**src/rtl/gpio_apb_arbiter.sv**
```systemverilog
// rtl/gpio_apb_arbiter.sv - round-robin arbiter sharing the GPIO APB slave port; optional access timeout via GPIO_ARB_TIMEOUT_EN
module gpio_apb_arbiter #(
  parameter int NREQ       = 2,
  parameter int PADDR_SIZE = 4,
  parameter int DATA_W     = 32,
  parameter int TIMEOUT    = 16
) (
  input  logic                       pclk,
  input  logic                       prstn,
  input  logic [NREQ-1:0]            req_i,
  input  logic [NREQ*PADDR_SIZE-1:0] req_addr_i,
  input  logic [NREQ-1:0]            req_write_i,
  input  logic [NREQ*DATA_W-1:0]     req_wdata_i,
  input  logic [NREQ*DATA_W/8-1:0]   req_strb_i,
  output logic [NREQ-1:0]            done_o,
  output logic [DATA_W-1:0]          rsp_rdata_o,
  output logic                       rsp_err_o,
  output logic                       psel_o,
  output logic                       penable_o,
  output logic                       pwrite_o,
  output logic [PADDR_SIZE-1:0]      paddr_o,
  output logic [DATA_W-1:0]          pwdata_o,
  output logic [DATA_W/8-1:0]        pstrb_o,
  input  logic [DATA_W-1:0]          prdata_i,
  input  logic                       pready_i,
  input  logic                       pslverr_i
);

  localparam int IDX_W  = $clog2(NREQ);
  localparam int STRB_W = DATA_W / 8;
  localparam logic [IDX_W-1:0] LAST_IDX = IDX_W'(NREQ - 1);

  if (NREQ < 2 || NREQ > 8 || (DATA_W % 8) != 0 || TIMEOUT < 1) begin : g_bad_cfg
    $error("gpio_apb_arbiter: unsupported parameter combination");
  end

  typedef enum logic [1:0] {IDLE, SETUP, ACCESS} state_t;

  state_t                state_q, state_d;
  logic [IDX_W-1:0]      rr_ptr_q, winner_q, pick_idx;
  logic                  pick_valid, pick_write;
  logic [PADDR_SIZE-1:0] pick_addr;
  logic [DATA_W-1:0]     pick_wdata;
  logic [STRB_W-1:0]     pick_strb;
  logic                  xfer_end, timeout_hit;

  // Round-robin pick: lowest requester at or above the pointer, else lowest below it
  always_comb begin
    pick_valid = 1'b0;
    pick_idx   = '0;
    pick_write = 1'b0;
    pick_addr  = '0;
    pick_wdata = '0;
    pick_strb  = '0;
    for (int i = NREQ - 1; i >= 0; i--) begin
      if (req_i[i] && IDX_W'(i) < rr_ptr_q) begin
        pick_valid = 1'b1;
        pick_idx   = IDX_W'(i);
      end
    end
    for (int i = NREQ - 1; i >= 0; i--) begin
      if (req_i[i] && IDX_W'(i) >= rr_ptr_q) begin
        pick_valid = 1'b1;
        pick_idx   = IDX_W'(i);
      end
    end
    for (int i = 0; i < NREQ; i++) begin
      if (pick_idx == IDX_W'(i)) begin
        pick_write = req_write_i[i];
        pick_addr  = req_addr_i[i*PADDR_SIZE +: PADDR_SIZE];
        pick_wdata = req_wdata_i[i*DATA_W +: DATA_W];
        pick_strb  = req_strb_i[i*STRB_W +: STRB_W];
      end
    end
  end

  // Next state and APB phase controls; completion happens only in ACCESS
  always_comb begin
    state_d   = state_q;
    psel_o    = 1'b0;
    penable_o = 1'b0;
    xfer_end  = 1'b0;
    case (state_q)
      IDLE: begin
        if (pick_valid) state_d = SETUP;
      end
      SETUP: begin
        psel_o  = 1'b1;
        state_d = ACCESS;
      end
      ACCESS: begin
        psel_o    = 1'b1;
        penable_o = 1'b1;
        if (pready_i || timeout_hit) begin
          xfer_end = 1'b1;
          state_d  = IDLE;
        end
      end
      default: state_d = IDLE;
    endcase
  end

  // State, winner, round-robin pointer and the APB request fields latched from the winner in IDLE
  always_ff @(posedge pclk or negedge prstn) begin
    if (!prstn) begin
      state_q  <= IDLE;
      rr_ptr_q <= '0;
      winner_q <= '0;
      pwrite_o <= 1'b0;
      paddr_o  <= '0;
      pwdata_o <= '0;
      pstrb_o  <= '0;
    end else begin
      state_q <= state_d;
      if (state_q == IDLE && pick_valid) begin
        winner_q <= pick_idx;
        pwrite_o <= pick_write;
        paddr_o  <= pick_addr;
        pwdata_o <= pick_wdata;
        pstrb_o  <= pick_strb;
      end
      if (xfer_end) begin
        rr_ptr_q <= (winner_q == LAST_IDX) ? '0 : winner_q + 1'b1;
      end
    end
  end

`ifdef GPIO_ARB_TIMEOUT_EN
  localparam int CNT_W = $clog2(TIMEOUT + 1);
  logic [CNT_W-1:0] acc_cnt_q;

  // ACCESS-cycle counter, restarted in SETUP so every transfer gets the full budget
  always_ff @(posedge pclk or negedge prstn) begin
    if (!prstn) begin
      acc_cnt_q <= '0;
    end else if (state_q == SETUP) begin
      acc_cnt_q <= '0;
    end else if (state_q == ACCESS) begin
      acc_cnt_q <= acc_cnt_q + 1'b1;
    end
  end

  assign timeout_hit = (state_q == ACCESS) && !pready_i && (acc_cnt_q == CNT_W'(TIMEOUT - 1));
`else
  assign timeout_hit = 1'b0;
`endif

  // One-hot completion strobe to the winner; read data passes straight through
  always_comb begin
    done_o = '0;
    if (xfer_end) done_o[winner_q] = 1'b1;
  end

  assign rsp_rdata_o = prdata_i;
  assign rsp_err_o   = timeout_hit | (pready_i & pslverr_i);

endmodule

```
**config.mk**
```make
export PLATFORM = sky130hd
export DESIGN_NAME = gpio_apb_arbiter
export DESIGN_NICKNAME = d
export VERILOG_FILES = /design/src/rtl/gpio_apb_arbiter.sv
export SDC_FILE = /design/constraint.sdc
export NUM_CORES = 1
export LEC_CHECK = 0
export CAP_MARGIN = 0
export CORE_UTILIZATION = 25
export CTS_CLUSTER_DIAMETER = 150
export DETAILED_ROUTE_END_ITERATION = 8
export GPL_TIMING_DRIVEN = 0
export PLACE_DENSITY = 0.66
export SLEW_MARGIN = 20
export SYNTH_ARGS = -nofsm -noshare
export SYNTH_HDL_FRONTEND = slang
export SYNTH_SLANG_ARGS = --single-unit
```
**constraint.sdc**
```tcl
create_clock -name pclk -period 1.4 [get_ports pclk]
set_clock_uncertainty 0.2 [all_clocks]
set_input_delay 0.28 -clock pclk [delete_from_list [all_inputs] [get_ports pclk]]
set_output_delay 0.28 -clock pclk [all_outputs]
set_load 0.005 [all_outputs]
```
==> impl_results.md <==
* Worst-margin pin slew at approximately 570 ps
* Max stage delay on crit path at 400 ps
* Nets at between 600 and 700
* Final Core Density at 46.6%
* GPL Wtd Cong at approximately 0.71
* Tightest hold margin at 141 ps
* Critical path launch point type: flop
* DR WL/cell at between 10 and 15 um
* Leak pwr at 1.97 nW
* CP top delay family: flip-flops
* WP data required at 920 ps
* Gr usage total at ~17%
* Crit path max fanout at 3
* Worst setup EP type: primary output
* Failing checks: setup timing
* HP Class: in -> reg
* Synth Area in Adders at about 1.5%
* Synth unique cells at 24
* Post-DP HPWL at 6680 um
* Final period util at 121%
* Via-per-instance ratio at about 4.7
* Design area at approximately 0.0046 sq mm
* Unrepaired setup endpoints after global routing: yes
* Die area at around 0.011 sq mm
* Largest net degree at the start of global routing at 25
* Critical Path AT at between 1000 and 1500 ps
* Die Wd at 103 um
* First-pass GRT wire length at 13,500 um
* Rows at 36
* Run status: finished with violations
* Pwr Density at approximately 1700 mW/mm^2
* Core ar. at 0.00977 sq mm
* Area after DPL at around 0.0044 sq mm
* Fin. max-slew vios at 0
* Post-synthesis compound-gate area fraction at between 20% and 30%
* Vias at between 2,000 and 3,000
* ANT nets after route at 0
* Register area share after synthesis at between 40% and 50%
* Initial Util at between 20% and 30%
* CP max stage cell: dfrtp_1
* DRT Pass-1 Iters at 4
* Post-synthesis simple-gate area fraction at under 10%
* Fill cells at 960
* Max-cap viol count at 0
* Initial antenna violation count at 1
* #FFs+latches synth at 45
* Setup violators final at 48
* Share of post-route cells with drive strength above 1 at between 20 and 30%
* Largest family of logic cells by synthesized area: compound AO/OA/AOI/OAI gates
* Synth-to-Final Area Change at 80.2%
* Fmax at 0.591 GHz
* Clk_lat worst skew at 300 ps
* Syn_area_per_cell at a little under 9 sq um
* Syn nets at a little over 400
* H-tree levels at 2
* Setup CP Type: reg -> out
* CTS clk-pin slew, worst paths at around 90 ps
* TritonCTS Sinks at 45
* Ports at 198
* Clk root buf: clkbuf_8
* Die height at approximately 100 um
* Worst setup margin at -292 ps
* Minimum clock period at 1690 ps
* Total wire length at slightly above 9000 um
* Clk buf depth at 2
* Yosys warnings at 0
* Max-slew headroom at ~62%
* CTS tree: yes
* DR iter-0 viols at slightly below 90
* Synth Instances at about 290
* Buf/Inv on CP at 2
* Crit-path cells: inv_2 -> ha_4 -> nand2_4 -> nor2_4 -> buf_2
* DRC at 0
* XOR/XNOR Fraction of Synth Area at 0%
* Proportion of synthesized area in mux cells at less than 1%
* Mapped Area at 0.00253 sq mm
* Port Buffers at approximately 160
* Total grt overflow at 0
* Final count of hold timing violations at 0
* Max VDD drop at ~0.67 mV
* TritonCTS buffer count at 5
* Vias in the first global route at roughly 2,800
## routing by layer
metal  global-route usage [%]  part of all wire, %  wire length [um]
met5                        0                    0                 0
met1                     20.3                   42              3830
met2                     28.9                   48              4440
met3                     3.80                  8.8               813
met4                     4.62                  1.1               104
## where the power goes
group	leakage [nW]	switching [mW]	total, mW	internal, mW
registers	0.508	0.369	2.33	1.96
clock network	0.0585	0.459	1.04	0.583
logic	1.41	1.91	4.20	2.29
total	1.97	2.73	7.57	4.83
## state kept, by name, indices dropped and copies added (netlist names)
register and count:
pwdata_o 32, paddr_o 4, pstrb_o 4, state_q 2
pwrite_o 1, rr_ptr_q 1, winner_q 1
## placed cells by master, fill, tap and decap left out
master           Yosys  routed
nor2_1              43      42
inv_2                0       1
clkdlybuf4s15_1      0       4
and3_1               1       1
buf_12               0       1
o22ai_1              1       1
and2_1               1       1
nor2b_4              0       1
ha_1                 3       1
dfrtp_1             45      45
inv_1                3       2
dlygate4sd3_1        0       1
clkbuf_8             1       7
a31oi_1             41      41
a21oi_1             42      41
a21oi_2              0       1
nor2_4               0       1
buf_4               33      59
a32o_1               1       1
o21ai_0             41      41
a21o_1               1       1
dlygate4sd2_1        0       3
nand2b_1             1       1
bufinv_16            0       1
buf_6                8      13
o21ai_4              1       1
and2b_2              0       1
nand2_4              0       1
clkbuf_2             0      33
clkdlybuf4s50_1      0     114
ha_4                 0       2
mux2_4               0       1
clkbuf_1             5       6
o21a_4               0       1
buf_2               11      16
diode_2              0       1
## kinds of logic after synthesis
kind of cell | after synthesis
buffers and inverters | 61
flip-flops | 45
AO/OA/AOI/OAI | 129
adder cells (fa/ha/maj) | 3
AND/OR/NAND/NOR | 49
multiplexers | 1
## area by class of cell
type,count,area [sq um],share of cell area (%)
Clock buffer,7,86.3,1.89
Inverter,3,11.3,0.247
Buffer,58,447,9.80
Multi-Input combinational cell,182,1030,22.6
Sequential cell,45,1130,24.7
Clock inverter,1,30.0,0.659
Timing Repair Buffer,192,1660,36.4
Antenna cell,1,2.50,0.0549
Tap cell,133,166,3.65
## cell usage after synthesis
cell type   n  area [sq um]
inv_1       3          11.3
and2_1      1          6.26
buf_6       8          90.1
a31oi_1    41           257
buf_2      11          55.1
o22ai_1     1          6.26
and2b_1     1          7.51
nor2b_1     1          6.26
a21o_1      1          7.51
buf_4      33           248
clkbuf_8    1          13.8
clkbuf_1    5          18.8
nor2_1     43           161
o21ai_0    41           205
dfrtp_1    45          1130
o21ai_4     1          16.3
nand2b_1    1          6.26
nand2_1     1          3.75
ha_1        3          37.5
a32o_1      1          10.0
o21a_1      1          7.51
mux2_2      1          11.3
a21oi_1    42           210
and3_1      1          6.26
## final timing paths
kind / startpoint / end / slack [ps] / depth (start not counted)
max: state_q[0] / done_o[0] / -290 / 5
min: req_i[1] / pwdata_o[19] / 140 / 3
max reg2reg: state_q[1] / state_q[1] / -260 / 5
min reg2reg: pwdata_o[11] / pwdata_o[11] / 330 / 2
max in group asynchronous: prstn / pwdata_o[29] / 150 / 3
min in group asynchronous: prstn / pwdata_o[3] / 310 / 2
## through the flow
| stage | setup WS (ps) | cells | total power [mW] | TNS, ps |
|---|---|---|---|---|
| after global routing | -344 | 622 | 8.16 | -12770 |
| after global placement | -1510 | 585 | 6.34 | -90490 |
| after floorplan | -54.9 | 288 | 4.24 | -2040 |
| after detailed placement | -671 | 586 | 6.45 | -23710 |
| final | -292 | 622 | 7.57 | -9490 |
| after CTS | -337 | 610 | 7.65 | -9170 |
## timing repair
action,in CTS,in global routing
endpoints found under the setup margin,90,83
hold endpoints to repair,21,0
resized for setup,128,36
buffers inserted,15,11
hold buffers,1,0
pin swaps,3,2
## worst reg2reg max path: cells and delay by family, from the launching register on
kind	cells	cell delay [ps]
buffers and inverters	1	130
adders and majority gates	1	200
DFF	1	440
muxes	1	310
AOI/OAI and AO/OA	1	150
and+or+nand+nor	1	120
Note: power is estimated with default switching activity, not from simulation.
